File: config.mk
export PLATFORM = sky130hd
export DESIGN_NAME = decrypt_seq_ctrl
export DESIGN_NICKNAME = d
export VERILOG_FILES = /design/src/rtl/decrypt_seq_ctrl.sv
export SDC_FILE = /design/constraint.sdc
export NUM_CORES = 1
export LEC_CHECK = 0
export ABC_AREA = 1
export ABC_CLOCK_PERIOD_IN_PS = 3200
export CORE_ASPECT_RATIO = 1.5
export CORE_UTILIZATION = 40
export CTS_CLUSTER_SIZE = 16
export DETAILED_ROUTE_END_ITERATION = 10
export SETUP_SLACK_MARGIN = 0.05
export SYNTH_ARGS = -nofsm -noshare
export SYNTH_HDL_FRONTEND = slang
export SYNTH_SLANG_ARGS = --single-unit
File: constraint.sdc
create_clock -name clk -period 3.2 [get_ports clk]
set_input_delay 0.64 -clock clk [delete_from_list [all_inputs] [get_ports clk]]
set_output_delay 0.64 -clock clk [all_outputs]
set_load 0.1 [all_outputs]
File: src/rtl/decrypt_seq_ctrl.sv
// Message-decrypt sequencer: recovers the LFSR tap and seed from the all-space preamble,
// then decrypts the block and writes the de-padded message to the bottom of data memory.
module decrypt_seq_ctrl #(
    parameter int unsigned SRC_BASE = 64,
    parameter int unsigned DST_BASE = 0,
    parameter int unsigned MSG_LEN  = 64,
    parameter int unsigned PRE_MIN  = 10
) (
    input  logic       clk,
    input  logic       init_n,
    input  logic       req,
    output logic       ack,
    output logic       err,
    output logic [6:0] out_len,
    output logic [7:0] mem_addr,
    output logic       mem_we,
    output logic [7:0] mem_wdata,
    input  logic [7:0] mem_rdata
);

    localparam int unsigned LW = $clog2(PRE_MIN + 1);
    localparam int unsigned IW = $clog2(MSG_LEN);

    localparam logic [7:0]    SrcBase = 8'(SRC_BASE);
    localparam logic [7:0]    DstBase = 8'(DST_BASE);
    localparam logic [LW-1:0] PreEnd  = LW'(PRE_MIN);
    localparam logic [LW-1:0] PreLast = LW'(PRE_MIN - 1);
    localparam logic [IW-1:0] MsgLast = IW'(MSG_LEN - 1);
    localparam logic [3:0]    TapLast = 4'd8;

    typedef enum logic [2:0] {
        StIdle,
        StLoad,
        StSearch,
        StDecrypt,
        StDone
    } state_e;

    state_e        state_q;
    logic          armed_q;
    logic [LW-1:0] cnt_q;
    logic [LW-1:0] k_q;
    logic [3:0]    tap_idx_q;
    logic [6:0]    s_q;
    logic [6:0]    tap_q;
    logic [6:0]    lfsr_q;
    logic [IW-1:0] idx_q;
    logic          phase_b_q;
    logic          seen_q;
    logic [6:0]    pre_buf_q [PRE_MIN];

    function automatic logic [6:0] lfsr_step(input logic [6:0] s, input logic [6:0] t);
        return {s[5:0], ^(s & t)};
    endfunction

    function automatic logic [6:0] tap_at(input logic [3:0] i);
        logic [6:0] t;
        case (i)
            4'd0:    t = 7'h60;
            4'd1:    t = 7'h48;
            4'd2:    t = 7'h78;
            4'd3:    t = 7'h72;
            4'd4:    t = 7'h6A;
            4'd5:    t = 7'h69;
            4'd6:    t = 7'h5C;
            4'd7:    t = 7'h7E;
            4'd8:    t = 7'h7B;
            default: t = 7'h00;
        endcase
        return t;
    endfunction

    // Crypto bit 7 carries no key material.
    logic unused_rdata_msb;
    assign unused_rdata_msb = mem_rdata[7];

    logic [6:0] plain;
    logic [6:0] search_next;
    logic       write_en;
    logic       running;

    always_comb begin
        plain       = mem_rdata[6:0] ^ lfsr_q;
        search_next = lfsr_step(s_q, tap_at(tap_idx_q));
        running     = (state_q == StLoad) || (state_q == StSearch) || (state_q == StDecrypt);
        // Gated by req so an abort never lets a write land in its own cycle.
        write_en    = (state_q == StDecrypt) && phase_b_q && !req &&
                      (seen_q || (plain != 7'h00));
        mem_we      = write_en;
        mem_wdata   = write_en ? {1'b0, plain} : 8'h00;
    end

    always_ff @(posedge clk or negedge init_n) begin
        if (!init_n) begin
            state_q   <= StIdle;
            armed_q   <= 1'b0;
            ack       <= 1'b0;
            err       <= 1'b0;
            out_len   <= 7'd0;
            mem_addr  <= 8'h00;
            cnt_q     <= '0;
            k_q       <= '0;
            tap_idx_q <= 4'd0;
            s_q       <= 7'h00;
            tap_q     <= 7'h00;
            lfsr_q    <= 7'h00;
            idx_q     <= '0;
            phase_b_q <= 1'b0;
            seen_q    <= 1'b0;
            for (int i = 0; i < int'(PRE_MIN); i++) pre_buf_q[i] <= 7'h00;
        end else if (running && req) begin
            state_q <= StIdle;
            armed_q <= 1'b1;
            ack     <= 1'b0;
        end else begin
            case (state_q)
                StIdle: begin
                    if (req) begin
                        armed_q <= 1'b1;
                    end else if (armed_q) begin
                        armed_q  <= 1'b0;
                        err      <= 1'b0;
                        out_len  <= 7'd0;
                        cnt_q    <= '0;
                        mem_addr <= SrcBase;
                        state_q  <= StLoad;
                    end
                end
                StLoad: begin
                    // Read data lags the address by one cycle.
                    if (cnt_q != '0) pre_buf_q[cnt_q - LW'(1)] <= mem_rdata[6:0];
                    if (cnt_q == PreEnd) begin
                        if (pre_buf_q[0] == 7'h00) begin
                            err     <= 1'b1;
                            ack     <= 1'b1;
                            state_q <= StDone;
                        end else begin
                            tap_idx_q <= 4'd0;
                            k_q       <= LW'(1);
                            s_q       <= pre_buf_q[0];
                            state_q   <= StSearch;
                        end
                    end else begin
                        cnt_q <= cnt_q + LW'(1);
                        if (cnt_q != PreLast) mem_addr <= SrcBase + 8'(cnt_q) + 8'd1;
                    end
                end
                StSearch: begin
                    if (search_next == pre_buf_q[k_q]) begin
                        if (k_q == PreLast) begin
                            tap_q     <= tap_at(tap_idx_q);
                            lfsr_q    <= pre_buf_q[0];
                            idx_q     <= '0;
                            phase_b_q <= 1'b0;
                            seen_q    <= 1'b0;
                            mem_addr  <= SrcBase;
                            state_q   <= StDecrypt;
                        end else begin
                            k_q <= k_q + LW'(1);
                            s_q <= search_next;
                        end
                    end else if (tap_idx_q == TapLast) begin
                        err     <= 1'b1;
                        ack     <= 1'b1;
                        state_q <= StDone;
                    end else begin
                        tap_idx_q <= tap_idx_q + 4'd1;
                        k_q       <= LW'(1);
                        s_q       <= pre_buf_q[0];
                    end
                end
                StDecrypt: begin
                    if (!phase_b_q) begin
                        phase_b_q <= 1'b1;
                        mem_addr  <= DstBase + 8'(out_len);
                    end else begin
                        if (write_en) begin
                            out_len <= out_len + 7'd1;
                            seen_q  <= 1'b1;
                        end
                        lfsr_q    <= lfsr_step(lfsr_q, tap_q);
                        phase_b_q <= 1'b0;
                        if (idx_q == MsgLast) begin
                            ack     <= 1'b1;
                            state_q <= StDone;
                        end else begin
                            idx_q    <= idx_q + IW'(1);
                            mem_addr <= SrcBase + 8'(idx_q) + 8'd1;
                        end
                    end
                end
                StDone: begin
                    if (req) begin
                        ack     <= 1'b0;
                        armed_q <= 1'b1;
                        state_q <= StIdle;
                    end
                end
                default: state_q <= StIdle;
            endcase
        end
    end

endmodule

# == Word-level counts from Yosys, hierarchy flattened ==
# Memory sizes are Yosys's and may differ from the RTL's. A register that Yosys moved wholly into a read port is not among the register bits.
# Cells that the tools add are included.
# classes
addsub,10
n_lt_le_gt_ge,3
n_eq_ne,39
n_mux,86
bitwise,6
reduce_logical,39
# ops
cell,count
$mux W7,16
$bwmux W70,1
$mux W8,8
$mux W4,12
$pmux W7 S2,3
$mux W3,11
$pmux W8 S4,1
$reduce_and A6 Y1,5
$bmux W7 S4,1
$demux W7 S4,1
$mux W6,4
$pmux W4 S2,3
$reduce_and A8 Y1,3
$ne A3 B3 Y1 const B,7
$mux W1,18
$ne A2 B2 Y1 const B,9
$add A8 B1 Y8 const B,2
$pmux W3 S5,1
$and A7 B7 Y7,2
$reduce_xor A7 Y1,2
$add A4 B1 Y4 const B,3
$eq A4 B4 Y1 const B,3
$ne A2 B1 Y1 const B,6
$ne A3 B1 Y1 const B,4
other kinds (38),57
# totals
ff_bits,125
romBits,224
input_bits,11
out_inout_bits,26
word_cells,209
memories,2
# memory_table
name,words,width,read_ports,rd_clocked_by_memory_dff,wr,line,text
(no name shown),16,7,1,1,0,58,case (i)
(no name shown),16,7,1,0,0,58,

# == Depth between registers and ports, before layout ==
# Gate-level depths: netlist of run 1.
# logic_depth
word_depth,8
depth_mapped,22
mapped_depth_nobuf,21

# == Worst setup path after synthesis of run 1 ==
# No wires, ideal clock.
# synth_timing
path_kind,flip-flop to output port
startpoint,register state_q[1]
endpoint,output port mem_wdata[0]
arrival_time_ns,2.589
t_required_ns,2.560
setup_slack_ns,-0.029
stages_incl_launch_ff,9
n_path_buf,0
path_cell_list,dfrtp_1 -> inv_1 -> nor2_1 -> inv_1 -> nor2_4 -> inv_2 -> nor2_4 -> nand3_2 -> nor2_1
# synth_between
elab_chain_len,5
# synth_lines
item,line,text
start: declaration,39,state_e state_q;
start signal: assignment,95,state_q <= StIdle;
start signal: assignment,112,state_q <= StIdle;
start signal: assignment,126,state_q <= StLoad;
$eq A3 B2 Y1,87,write_en = (state_q == StDecrypt) && phase_b_q && !req &&
$logic_and A1 B1 Y1 (3 in series),87,
$mux W7,90,"mem_wdata = write_en ? {1'b0, plain} : 8'h00;"
end: declaration,17,"output logic [7:0] mem_wdata,"
# No other way between the ends.

# == Worst setup path after layout of run 1 ==
# layout_timing
startpoint,input port mem_rdata[5]
endpoint,output port mem_wdata[2]
# layout_between
elab_chain_len,5
# layout_lines
item,line,text
start: declaration,18,input logic [7:0] mem_rdata
$xor A7 B7 Y7,83,plain = mem_rdata[6:0] ^ lfsr_q;
$reduce_bool A7 Y1,88,(seen_q || (plain != 7'h00));
$logic_or A1 B1 Y1,88,
$logic_and A1 B1 Y1,87,
$mux W7,90,
# No other way between the ends.

==> flow_summary_export.csv, run 1 <==
group,metric,value,unit
global_route,grt_pass1_vias,6335,
floorplan,die_width,114,um
synthesis,synthCells,1032,
synthesis,synth.avg_cell_area,7.34,um^2
placed_design,port_buffers,34,
route,routed_via_density,4.95,
synthesis,ys_ff_latch,132,
clock_network,clkLatencyLatePin,0.43,ns
synthesis,synth.cell_area,7570,um^2
sta,fmax,0.342,GHz
placed_design,place_inst,1301,
synthesis,synth_top_area_cell,"dfrtp_1",
sta,clock_skew,0.0174,ns
floorplan,fp-row-count,61,
sta,fin_ws,0.275,ns
floorplan,dieArea,19500,um^2
setup_path,r2r-start,"k_q[0]",
global_route,track_usage,0.225,
finish,final_cell_mix,"371 x nand2_1, 132 x dfrtp_1, 102 x o21ai_0, 101 x inv_1, 99 x nand3_1",
clock_network,htreeDepth,4,
placed_design,dp.final_hpwl,14900,um
finish,area_delta_synth_final,16.8,%
global_route,antenna_found_initial,0,
clock_network,cts_tree,"yes",
synthesis,yosys_most_used_dff,"dfrtp_1",
finish,n_antenna_cell,0,
setup_path,end_kind,"output pin",
setup_path,crit_arrival,2.29,ns
setup_path,worst_r2r_endpoint,"k_q[0]",
synthesis,synth_seq_area_share,0.436,
finish,instances_no_fill,1334,
global_route,grt_pass1_wl,33200,um
clock_network,hold_buffers,0,
finish,mostFrequentLayoutCell,"nand2_1",
route,first_pass_iters,5,
synthesis,syn-num-nets,1058,
placed_design,dp_slack,0.218,ns
floorplan,die_y,170,um
route,post-route-drc-count,0,
sta,rsz0062_at_grt,"false",
finish,drive_above_1_share,0.105,
outcome,status,"finished clean",
synthesis,synth_top_area_share,0.436,
sta,slew_headroom,0.530,
route,drtAntennaViolNets,0,
route,wl,20400,um
floorplan,start_util,0.408,
synthesis,ys_warn_count,0,
sta,worst_pin_slew,0.705,ns
sta,setup_viol,0,
floorplan,io_pins,37,
clock_network,cts-root-buf,"clkbuf_16",
sta,min_period,2.93,ns
route,drt_iter0_drc,376,
setup_path,reg2reg_depth,16,
synthesis,yosysUniqueCellTypes,40,
finish,fin_util,0.477,
sta,drv_slew,0,
pwr,vdd_drop_max,0.390,mV
route,wire_per_inst,15.3,um
clock_network,path_clk_slew,0.07,ns
finish,fin_nets,1095,
floorplan,core_area,18500,um^2
flow_run,cap_violations,0,
synthesis,synth-edff-count,0,
setup_path,r2r_slack,0.47,ns
setup_path,required,2.56,ns
sta,hold_viol_final,0,
setup_path,crit_path_max_fanout,10,
hold_path,min_path_type,"in -> async",
synthesis,synthArstFlopShare,1.00,
placed_design,place_congestion,0.870,
sta,holdWs,0.165,ns
setup_path,cp-start-kind,"input port",
clock_network,numCtsBuffers,17,
synthesis,synth_area_leaders,"dfrtp_1 44%, nand2_1 18%, o21ai_0 6.7%",
clock_network,cts.sinks,132,
clock_network,cts_buffer_depth,2,
sta,fin_crit_sh,0.914,
pwr,p_per_area,859,nW/um^2
global_route,grt-ovfl-total,0,
route,via_count,6607,
setup_path,worst-setup-path-type,"in -> out",
global_route,grt_max_degree,54,
pwr,p_leak,4.40,nW
metrics by stage:
stage | setup TNS, ns | area [um^2] | power (mW)
3_3_place_gp | 0 | 8220 | 5.58
5_1_grt | 0 | 8840 | 8.18
2_1_floorplan | -0.205 | 7570 | 4.77
3_5_place_dp | 0 | 8220 | 5.61
6_report | 0 | 8840 | 7.60
4_1_cts | 0 | 8820 | 7.64
worst max-delay path by stage:
stage | slack, ns | to | from
after global routing | 0.12 | k_q[2] | k_q[0]
after detailed placement | 0.22 | mem_wdata[2] | mem_rdata[5]
after global placement | 0.25 | mem_wdata[2] | mem_rdata[5]
after floorplan | -0.03 | mem_wdata[0] | state_q[1]
after CTS | 0.13 | mem_wdata[2] | state_q[1]
final | 0.27 | mem_wdata[2] | mem_rdata[5]
cells by family (layout without fill, tap and decap cells):
kind of cell	Yosys count	count (layout)	synth area share
AO/OA/AOI/OAI	146	146	0.108
XOR/XNOR	24	24	0.0278
adder cells (fa/ha/maj)	15	15	0.0248
buffers and inverters	142	192	0.0783
flip-flops	132	132	0.436
multiplexers	2	2	0.00264
other	1	1	0.000495
AND/OR/NAND/NOR	570	570	0.322
registers in the layout, summed over array words and instances, names as in the netlist, 6 cells and up:
name	flops
idx_q	6
lfsr_q	7
mem_addr	8
out_len	7
pre_buf_q	70
s_q	7
tap_q	7
power breakdown:
group	leakage, nW	total (mW)	switching, mW	internal [mW]
Clock	0.283	2.00	0.802	1.20
Sequential	1.80	2.49	0.398	2.10
Combinational	2.32	3.11	2.13	0.976
Total	4.40	7.60	3.33	4.27
per-layer routing:
metal  up-vias  share of wire  GRT usage
met4         0          0.041      0.120
met1      3038           0.41      0.258
met3        45          0.031     0.0365
met5         -              0          0
met2       140           0.51      0.399
li1       3384              -          -
worst max-delay path, cell delays in order:
cell and delay, ns:
clkdlybuf4s50_1 0.44, xor2_1 0.17, nor4_1 0.31, nand4_1 0.19, nand3_4 0.17, nor2_1 0.06
buf_4 0.15, buf_12 0.16
final cells by class:
cell class,count,area (um^2)
multi-input cells,758,3690
fillers,1922,9700
flip-flops and latches,132,3300
clock buffers,19,453
repair buffers,53,534
well taps,252,315
inverters,107,404
clock inverters,13,148
synthesized netlist by cell type, types with 2 or more instances:
library cell,count
nor2_2,3
o21ai_0,102
nand3_1,100
ha_1,15
nand3_2,3
nand4_1,15
dfrtp_1,132
buf_4,7
xor2_1,15
nor2_1,56
nor3_1,6
buf_2,15
mux2i_1,2
nor3_2,2
o21ai_1,7
a21oi_1,16
xnor2_1,9
nand2_1,371
nand2_4,3
buf_6,2
clkbuf_1,10
nor2_4,3
nand2_2,2
o211ai_1,3
nor4_1,3
o21ai_2,12
inv_2,5
inv_1,101
repair_timing:
item	in CTS	in global routing
setup buffers	0	1
setup endpoints to repair	0	18
endpoints found under the hold margin	0	0
gates resized for setup	0	4
(Power assumes the default switching activity.)
==> run 2, diff against run 1 <==
--- a/config.mk
+++ b/config.mk
@@ -12,6 +12,7 @@
 export CTS_CLUSTER_SIZE = 16
 export DETAILED_ROUTE_END_ITERATION = 10
 export SETUP_SLACK_MARGIN = 0.05
+export SLEW_MARGIN = 40
 export SYNTH_ARGS = -nofsm -noshare
 export SYNTH_HDL_FRONTEND = slang
 export SYNTH_SLANG_ARGS = --single-unit
==> results of run 2 <==
The final DEF is identical to that of run 1; final timing and power are the same.
==> run 3, diff against run 2 <==
--- a/config.mk
+++ b/config.mk
@@ -11,7 +11,7 @@
 export CORE_UTILIZATION = 40
 export CTS_CLUSTER_SIZE = 16
 export DETAILED_ROUTE_END_ITERATION = 10
-export SETUP_SLACK_MARGIN = 0.05
+export SETUP_SLACK_MARGIN = 0.15
 export SLEW_MARGIN = 40
 export SYNTH_ARGS = -nofsm -noshare
 export SYNTH_HDL_FRONTEND = slang
==> run 3 against run 2 <==
  * Fmax about the same
  * Total power about the same
  * Design area about the same
  * Critical path depth unchanged
  * Flip-flop and latch count unchanged
  * Cell count unchanged
  * Combinational power about the same
  * Clock power about the same
  * Sequential power about the same
  * Routed wire length up 0.12%
  * Via count unchanged
==> flow_summary_export.csv, run 3 (synthesized netlist as in run 1, its figures left out) <==
group,metric,value,unit
finish,n_antenna_cell,0,
global_route,met1_usage,0.258,
setup_path,worst-setup-path-type,"in -> out",
sta,tns,0,ns
finish,nFillCells,1917,
sta,fin_ws,0.274,ns
route,wl,20400,um
finish,top_regs,"pre_buf_q: 70 flops, mem_addr: 8 flops",
route,drt_iter0_drc,397,
floorplan,dieArea,19500,um^2
pwr,p_per_area,859,nW/um^2
clock_network,htreeDepth,4,
floorplan,io_pins,37,
route,wire_per_inst,15.3,um
finish,mostFrequentLayoutCell,"nand2_1",
sta,fin_crit_sh,0.915,
global_route,grt-ovfl-total,0,
finish,final_cell_mix,"371 x nand2_1, 131 x dfrtp_1, 102 x o21ai_0, 101 x inv_1, 99 x nand3_1",
floorplan,fp-row-count,61,
finish,area_delta_synth_final,16.9,%
finish,drive_above_1_share,0.106,
placed_design,place_congestion,0.870,
global_route,grt_busiest_layer,"met2",
sta,setup_viol,0,
floorplan,core_area,18500,um^2
clock_network,cts_buffer_depth,2,
clock_network,numCtsBuffers,17,
sta,slew_headroom,0.540,
pwr,p_total,7.60,mW
floorplan,start_util,0.408,
route,via_count,6607,
sta,drv_slew,0,
sta,hold_viol_final,0,
clock_network,cts_tree,"yes",
placed_design,port_buffers,34,
setup_path,cp-start-kind,"input port",
global_route,grt_pass1_vias,6332,
pwr,vdd_drop_max,0.389,mV
pwr,p_leak,4.40,nW
global_route,track_usage,0.226,
route,drtAntennaViolNets,0,
flow_run,cap_violations,0,
global_route,antenna_found_initial,0,
finish,largest_reg_flops,70,
setup_path,crit_path_max_fanout,10,
floorplan,die_y,170,um
route,post-route-drc-count,0,
finish,fin_nets,1095,
setup_path,required,2.56,ns
sta,rsz0062_at_grt,"false",
setup_path,cp-startpoint,"mem_rdata[5]",
route,routed_via_density,4.95,
setup_path,path_cells,"clkdlybuf4s50_1 -> xor2_1 -> nor4_1 -> nand4_1 -> nand3_4 -> nor2_1 -> buf_4 -> buf_12",
clock_network,hold_buffers,0,
route,first_pass_iters,5,
clock_network,path_clk_slew,0.07,ns
placed_design,dp_slack,0.218,ns
setup_path,end_kind,"output pin",
floorplan,die_width,114,um
global_route,grt_pass1_wl,33300,um
sta,min_period,2.93,ns
sta,worst_pin_slew,0.690,ns
setup_path,slowest_stage,"clkdlybuf4s50_1",
global_route,grt_max_degree,54,
sta,clock_skew,0.0218,ns
clock_network,cts-root-buf,"clkbuf_16",
global_route,use_met2,0.401,
finish,max_flop_register,"pre_buf_q",
clock_network,cts.sinks,132,
outcome,status,"finished clean",
setup_path,crit_arrival,2.29,ns
setup_path,slowest_delay,0.44,ns
clock_network,clkLatencyLatePin,0.43,ns
sta,fmax,0.342,GHz
global_route,grt.met3_usage,0.0361,
setup_path,r2r-start,"tap_idx_q[1]",
placed_design,dp.final_hpwl,14900,um
hold_path,min_path_type,"in -> async",
run 3: cell counts in the layout (fill, tap and decap cells not counted):
No cell type changed its count.
run 3: through the flow:
stage / cell area [um^2] / util / cells / hold slack, ns
2_1_floorplan: 7570 / - / 1032 / 0.344
3_3_place_gp: 8220 / 0.443 / 1301 / 0.457
5_1_grt: 8850 / 0.477 / 1334 / 0.192
3_5_place_dp: 8220 / 0.443 / 1301 / 0.463
6_report: 8850 / 0.477 / 1334 / 0.170
4_1_cts: 8830 / 0.476 / 1334 / 0.182
run 3: repair_timing:
action,4_1_cts,5_1_grt
endpoints found under the setup margin,3,18
pin swaps,1,0
gates resized for setup,0,6
endpoints found under the hold margin,0,0
gates cloned,0,0
setup buffers,1,0
run 3: path summary, 6_finish.rpt:
kind	cells after the start	slack [ns]	end
setup / recovery	8	0.27	mem_wdata[2]
hold / removal	1	0.17	out_len[5]
setup reg to reg	20	0.48	k_q[0]
hold reg to reg	2	0.48	mem_addr[1]
max in group asynchronous	2	2.35	phase_b_q
min in group clk	2	0.48	mem_addr[1]
run 3: routing by layer:
metal	wire (um)	vias to the layer above
met5	0	-
met4	836	0
met3	591	46
met2	10500	133
met1	8500	3048
li1	-	3380
run 3: report_power, final:
group	leakage [nW]	total, mW	switching [mW]	internal [mW]
combinational	2.32	3.11	2.13	0.981
sequential	1.80	2.50	0.400	2.10
clock	0.283	2.00	0.803	1.20
total	4.40	7.60	3.33	4.28
run 3: cell type report:
type | count | area, um^2 | area share
clock buffer | 19 | 453 | 0.0512
clock inverter | 13 | 148 | 0.0167
inverter | 107 | 404 | 0.0457
multi-input combinational | 758 | 3690 | 0.417
sequential | 132 | 3300 | 0.373
tap | 252 | 315 | 0.0356
timing repair buffer | 53 | 538 | 0.0608
run 3: critical path: cells and delay by family:
kind                   cells  cell delay (ns)
buffers and inverters      3             0.75
AND/OR/NAND/NOR            4             0.73
XOR/XNOR                   1             0.16
